File: src/rtl/io_responder_pkg.sv
// Shared constants and types for the memory-mapped I/O responder.
package io_responder_pkg;

  localparam int unsigned BYTE_W = 8;
  localparam int unsigned CNT_W  = 32;
  localparam int unsigned DEC_W  = 18;

  localparam logic [DEC_W-1:0] IO_UART = 18'h30000;
  localparam logic [DEC_W-1:0] IO_CLK  = 18'h30004;

  typedef enum logic [1:0] {
    ST_RUN   = 2'd0,
    ST_DRAIN = 2'd1,
    ST_END   = 2'd2
  } state_e;

endpackage

File: src/rtl/io_fifo.sv
// Synchronous FIFO with (AW+1)-bit pointers; the extra MSB separates full from empty.
module io_fifo #(
  parameter int unsigned AW = 4,
  parameter int unsigned W  = 8
) (
  input  logic         clk_in,
  input  logic         rst_in,
  input  logic         push,
  input  logic [W-1:0] push_data,
  input  logic         pop,
  output logic         full,
  output logic         empty,
  output logic [W-1:0] head
);

  localparam int unsigned DEPTH = 1 << AW;

  logic [W-1:0] mem [DEPTH];
  logic [AW:0]  wr_ptr;
  logic [AW:0]  rd_ptr;
  logic         do_push;
  logic         do_pop;

  assign do_push = push & ~full;
  assign do_pop  = pop & ~empty;

  always_ff @(posedge clk_in) begin
    if (rst_in) begin
      wr_ptr <= '0;
      rd_ptr <= '0;
    end else begin
      if (do_push) wr_ptr <= wr_ptr + (AW+1)'(1);
      if (do_pop)  rd_ptr <= rd_ptr + (AW+1)'(1);
    end
  end

  // Storage needs no reset; pointers alone define the contents.
  always_ff @(posedge clk_in) begin
    if (do_push) mem[wr_ptr[AW-1:0]] <= push_data;
  end

  assign full  = (wr_ptr[AW] != rd_ptr[AW]) && (wr_ptr[AW-1:0] == rd_ptr[AW-1:0]);
  assign empty = (wr_ptr == rd_ptr);
  assign head  = mem[rd_ptr[AW-1:0]];

endmodule

File: src/rtl/io_responder.sv
// CPU byte-bus responder for the I/O window: UART RX/TX buffering, cycle counter, stop sequence.
module io_responder
  import io_responder_pkg::*;
#(
  parameter int unsigned RX_AW = 4,
  parameter int unsigned TX_AW = 4
) (
  input  logic              clk_in,
  input  logic              rst_in,
  input  logic              bus_en,
  input  logic              bus_wr,
  input  logic [31:0]       bus_addr,
  input  logic [BYTE_W-1:0] bus_wdata,
  output logic [BYTE_W-1:0] bus_rdata,
  input  logic              rx_valid,
  input  logic [BYTE_W-1:0] rx_data,
  output logic              rx_ready,
  output logic              tx_valid,
  output logic [BYTE_W-1:0] tx_data,
  input  logic              tx_ready,
  output logic              tx_overflow,
  output logic              prog_end
);

  state_e            state_q, state_d;
  logic              term_pend_q, term_pend_d;
  logic [CNT_W-1:0]  cnt_q;
  logic [CNT_W-1:0]  snap_q;
  logic              is_uart, is_clk;
  logic              rd_uart, rd_clk, wr_uart, wr_clk;
  logic              rx_full, rx_empty, rx_pop;
  logic [BYTE_W-1:0] rx_head;
  logic              tx_full, tx_empty, tx_push, tx_pop;
  logic [BYTE_W-1:0] tx_push_data;
  logic              ovf_set;
  logic [BYTE_W-1:0] rdata_d;
  logic              unused_addr_hi;

  assign unused_addr_hi = ^bus_addr[31:DEC_W];

  assign is_uart = (bus_addr[DEC_W-1:0] == IO_UART);
  assign is_clk  = (bus_addr[DEC_W-1:2] == IO_CLK[DEC_W-1:2]);
  assign rd_uart = bus_en & ~bus_wr & is_uart;
  assign rd_clk  = bus_en & ~bus_wr & is_clk;
  assign wr_uart = bus_en & bus_wr & is_uart;
  assign wr_clk  = bus_en & bus_wr & (bus_addr[DEC_W-1:0] == IO_CLK);

  assign rx_pop   = rd_uart & ~rx_empty;
  assign tx_pop   = tx_ready & ~tx_empty;
  assign rx_ready = ~rx_full;
  assign tx_valid = ~tx_empty;

  io_fifo #(.AW(RX_AW), .W(BYTE_W)) u_rx_fifo (
    .clk_in    (clk_in),
    .rst_in    (rst_in),
    .push      (rx_valid),
    .push_data (rx_data),
    .pop       (rx_pop),
    .full      (rx_full),
    .empty     (rx_empty),
    .head      (rx_head)
  );

  io_fifo #(.AW(TX_AW), .W(BYTE_W)) u_tx_fifo (
    .clk_in    (clk_in),
    .rst_in    (rst_in),
    .push      (tx_push),
    .push_data (tx_push_data),
    .pop       (tx_pop),
    .full      (tx_full),
    .empty     (tx_empty),
    .head      (tx_data)
  );

  // Stop sequence and TX write filtering; the terminator waits for a free slot if TX is full.
  always_comb begin
    state_d      = state_q;
    term_pend_d  = term_pend_q;
    tx_push      = 1'b0;
    tx_push_data = bus_wdata;
    ovf_set      = 1'b0;
    case (state_q)
      ST_RUN: begin
        if (wr_clk) begin
          state_d      = ST_DRAIN;
          tx_push_data = '0;
          if (tx_full) term_pend_d = 1'b1;
          else         tx_push     = 1'b1;
        end else if (wr_uart && (bus_wdata != '0)) begin
          if (tx_full) ovf_set = 1'b1;
          else         tx_push = 1'b1;
        end
      end
      ST_DRAIN: begin
        if (term_pend_q) begin
          if (!tx_full) begin
            tx_push      = 1'b1;
            tx_push_data = '0;
            term_pend_d  = 1'b0;
          end
        end else if (tx_empty) begin
          state_d = ST_END;
        end
      end
      ST_END:  ;
      default: state_d = ST_RUN;
    endcase
  end

  // Read mux: counter byte 0 comes live because the snapshot loads on the same access.
  always_comb begin
    rdata_d = '0;
    if (is_uart) begin
      rdata_d = rx_empty ? '0 : rx_head;
    end else if (is_clk) begin
      case (bus_addr[1:0])
        2'd0:    rdata_d = cnt_q[7:0];
        2'd1:    rdata_d = snap_q[15:8];
        2'd2:    rdata_d = snap_q[23:16];
        default: rdata_d = snap_q[31:24];
      endcase
    end
  end

  always_ff @(posedge clk_in) begin
    if (rst_in) begin
      state_q     <= ST_RUN;
      term_pend_q <= 1'b0;
      cnt_q       <= '0;
      snap_q      <= '0;
      bus_rdata   <= '0;
      tx_overflow <= 1'b0;
      prog_end    <= 1'b0;
    end else begin
      state_q     <= state_d;
      term_pend_q <= term_pend_d;
      cnt_q       <= cnt_q + CNT_W'(1);
      prog_end    <= (state_d == ST_END);
      if (ovf_set) tx_overflow <= 1'b1;
      if (rd_clk && (bus_addr[1:0] == 2'b00)) snap_q <= cnt_q;
      if (bus_en && !bus_wr) bus_rdata <= rdata_d;
    end
  end

endmodule

File: config.mk
export PLATFORM = sky130hd
export DESIGN_NAME = io_responder
export DESIGN_NICKNAME = d
export VERILOG_FILES = /design/src/rtl/io_responder_pkg.sv /design/src/rtl/io_fifo.sv /design/src/rtl/io_responder.sv
export SDC_FILE = /design/constraint.sdc
export NUM_CORES = 1
export LEC_CHECK = 0
export ABC_CLOCK_PERIOD_IN_PS = 5860
export CAP_MARGIN = 15
export CORE_ASPECT_RATIO = 2
export CORE_MARGIN = 1.5
export CORE_UTILIZATION = 64
export CTS_BUF_LIST = sky130_fd_sc_hd__clkbuf_16
export DETAILED_ROUTE_END_ITERATION = 10
export PLACE_DENSITY = 0.93
export REMOVE_ABC_BUFFERS = 1
export SLEW_MARGIN = 5
export SYNTH_ARGS = -nofsm -noshare
export SYNTH_HDL_FRONTEND = slang
export SYNTH_SLANG_ARGS = --single-unit
File: constraint.sdc
create_clock -name clk_in -period 5.86 [get_ports clk_in]
set_input_delay 0.586 -clock clk_in [delete_from_list [all_inputs] [get_ports clk_in]]
set_output_delay 0.586 -clock clk_in [all_outputs]
set_load 0.005 [all_outputs]
==> results.txt <==
Buffer depth of the longest clock path: 3
Nets: 1,029
Clk_lat worst skew: 0.56 ns
CP Capture Type: output pin
Vias per inst: 6.634
Worst-margin pin slew: 1.043 ns
Maximum vdd drop: 0.3130 mV
Crit path capture: tx_data[7]
Leak: 5.101 nW
Final Hold Viols: 0
# DRC: 0
TritonRoute pass-1 iters: 7
Cell mode on critical path: mux4_2
Worst setup margin: 2.183 ns
Synth Warn #: 0
EDFF count, synth: 256
CORE AREA: 0.02197 mm^2
H-Tree Depth: 1
Row cnt: 77
Buf+Inv Stages, Crit Path: 2
Async S/R FF share, synth: 0%
Fin. max-slew vios: 0
Routed len/inst: 26.60 um
Yosys top cell by area: edfxtp_1
CP Depth: 4
Fin cells: 1,261
Max Cap Viol: 0
Largest net degree at the start of global routing: 75
PD cells: 298.3 mW/mm^2
Initial core utilization: 65.07%
Reg2Reg Depth: 4
Die H: 214.3 um
Fin util: 73.26%
RR Startpoint: u_rx_fifo.wr_ptr[3]
CTS buffer count: 27
Commonest non-fill, non-tap cell in the layout: edfxtp_1
Mapped Avg Cell Area: 15.74 um^2
Seq pwr share: 56.2%
Post-Syn Area: 0.01429 mm^2
Area Growth Syn to Fin: 12.59%
Post-cts resize count: 0
Sw Share: 19.81%
CTS tree: done
Post-CTS setup buffer count: 0
Critical path cell sequence: buf_4 -> mux4_2 -> mux4_2 -> clkdlybuf4s50_1
Final wirelength: 33,540 um
Period utilization: 62.75%
Critical Path AT: 3.09 ns
Commonest non-fill, non-tap cells in the layout: 256 x edfxtp_1, 95 x dfxtp_1, 82 x mux4_2, 61 x nand2_1, 58 x clkdlybuf4s50_1
WP data required: 5.27 ns
Unrepaired setup endpoints after global routing: no
Worst reg2reg path endpoint: u_rx_fifo.mem[4][0]
WS Path Type: reg2out
Seq/Total Area, Yosys: 67.37%
Cells after DPL: 1,210
Distinct cell type count after synthesis: 49
Die ar.: 0.02329 mm^2
Clock share of power: 41.0%
Fillers: 1,262
Critical path's slowest cell: mux4_2
Gate power share: 2.8%
Grt total ovfl: 0
IO buf count: 59
Clock transition at path regs: 0.07 ns
First-pass GRT wire length: 50,650 um
Number of I/O pins: 74
Die width: 108.7 um
Synth area leaders: edfxtp_1 54%, dfxtp_1 14%, mux4_2 13%, a21oi_1 1.8%, nand2_1 1.6%
Fin Clk Skew: 0.01401 ns
Clk sink count: 353
Tmin final: 3.677 ns
Fmax achieved: 0.2719 GHz
Number of DRC markers in iteration 0: 695
Crit path max-delay family: multiplexers
#FFs+latches synth: 353
Vias in the first global route: 8,928
Hold Crit Class: reg2reg
Sw Pwr: 0.9510 mW
GRT Total Usage: 30.13%
Dpl hpwl: 23,300 um
Initial antenna violation count: 1
CTS Root Buffer Type: clkbuf_16
Top_reg_cell synth: edfxtp_1
CP Launch Type: register
CP peak stage delay: 0.63 ns
R2R Setup Slk: 3.02 ns
Final setup fails: 0
Hold WS: 0.4597 ns
Post-route ant nets: 0
Internal power: 3.849 mW
Worst-path fanout max: 28
Slew margin rel.: 30.31%
Share of cells above drive strength 1: 15.75%
Cells after Synth: 908
Yosys top cell area share: 53.78%
RD Place Congestion: 0.8657
Setup TNS: 0 ns
Pre-CTS WS: 2.390 ns
Outcome: finished, final reports clean
Cts hold-fix bufs: 0
DR vias: 8,366
area by class of cell:
type,count,area (um^2),area share (%)
Clock inverter,22,275.3,1.710
Sequential cell,353,9632,59.85
Antenna cell,1,2.502,0.01555
Clock buffer,27,675.6,4.198
Inverter,13,48.80,0.3032
Tap cell,276,345.3,2.146
Multi-Input combinational cell,500,4433,27.55
Timing Repair Buffer,69,680.7,4.230
synth_stat cells, types with 6 or more instances:
cell and count:
edfxtp_1 256, dfxtp_1 97, mux4_2 82, nand2_1 61
nor2_1 54, a21oi_1 52, and3_1 30, o21ai_0 24
xnor2_1 21, clkbuf_1 20, xor2_1 18, nand3_1 17
buf_2 15, and2_1 14, nand4_1 14, inv_1 13
or3_1 13, nor2b_1 12, ha_1 11, nor3_1 11
mux2i_1 8, and4_1 7, mux2_2 7, a22oi_1 6
or4_1 6
layer usage:
layer  vias to the layer above  track usage [%]  wire length [um]
li1                       3616                -                 -
met1                      4192            28.29              9698
met2                       437            58.16             19900
met3                       121            4.073              1737
met4                         0            18.64              2202
met5                         -                0                 0
state kept, by name, indices dropped and copies added (netlist names), named ones only:
name / cells
bus_rdata: 8
cnt_q: 32
prog_end: 1
snap_q: 24
state_q: 2
term_pend_q: 1
tx_overflow: 1
u_rx_fifo.mem: 128
u_rx_fifo.rd_ptr: 5
u_rx_fifo.wr_ptr: 5
u_tx_fifo.mem: 128
u_tx_fifo.rd_ptr: 5
u_tx_fifo.wr_ptr: 5
how the worst min path moves through the flow:
stage               start             endpoint  slack [ns]  cells after the start
2_1_floorplan  snap_q[10]           snap_q[10]        0.42                      2
3_3_place_gp   snap_q[30]           snap_q[30]        0.43                      2
3_5_place_dp   snap_q[29]           snap_q[29]        0.45                      2
4_1_cts            rst_in  u_rx_fifo.wr_ptr[1]        0.46                      2
5_1_grt        snap_q[17]           snap_q[17]        0.47                      2
6_report       snap_q[11]           snap_q[11]        0.46                      2
power by group through the flow:
stage / Combinational (mW) / Clock, mW / Sequential [mW]
2_1_floorplan: 0.0473 / 0 / 2.75
3_3_place_gp: 0.120 / 0 / 2.75
3_5_place_dp: 0.129 / 0 / 2.75
4_1_cts: 0.132 / 1.98 / 2.70
5_1_grt: 0.141 / 2.06 / 2.70
6_report: 0.133 / 1.97 / 2.70
tightest hold or removal path: stages (launching register included):
cell and delay, ns:
dfxtp_1 0.32, nand2_1 0.05, a21oi_1 0.05
through the flow:
step / cell area [um^2] / power (mW)
floorplan: 14100 / 2.796
global placement: 15110 / 2.870
detailed placement: 15110 / 2.883
CTS: 16060 / 4.814
global route: 16090 / 4.897
finish: 16090 / 4.800
cell families (layout without fill, tap and decap cells):
kind of cell | after synthesis | after routing | share of synthesized area [%]
simple gates | 255 | 255 | 9.664
other cells | 0 | 1 | 0
compound gates | 97 | 97 | 3.825
fa+ha+maj | 11 | 11 | 0.9629
mux | 98 | 98 | 14.11
flops | 353 | 353 | 67.37
buf+inv | 55 | 131 | 1.681
xor+xnor | 39 | 39 | 2.390
(Power assumes the default switching activity.)
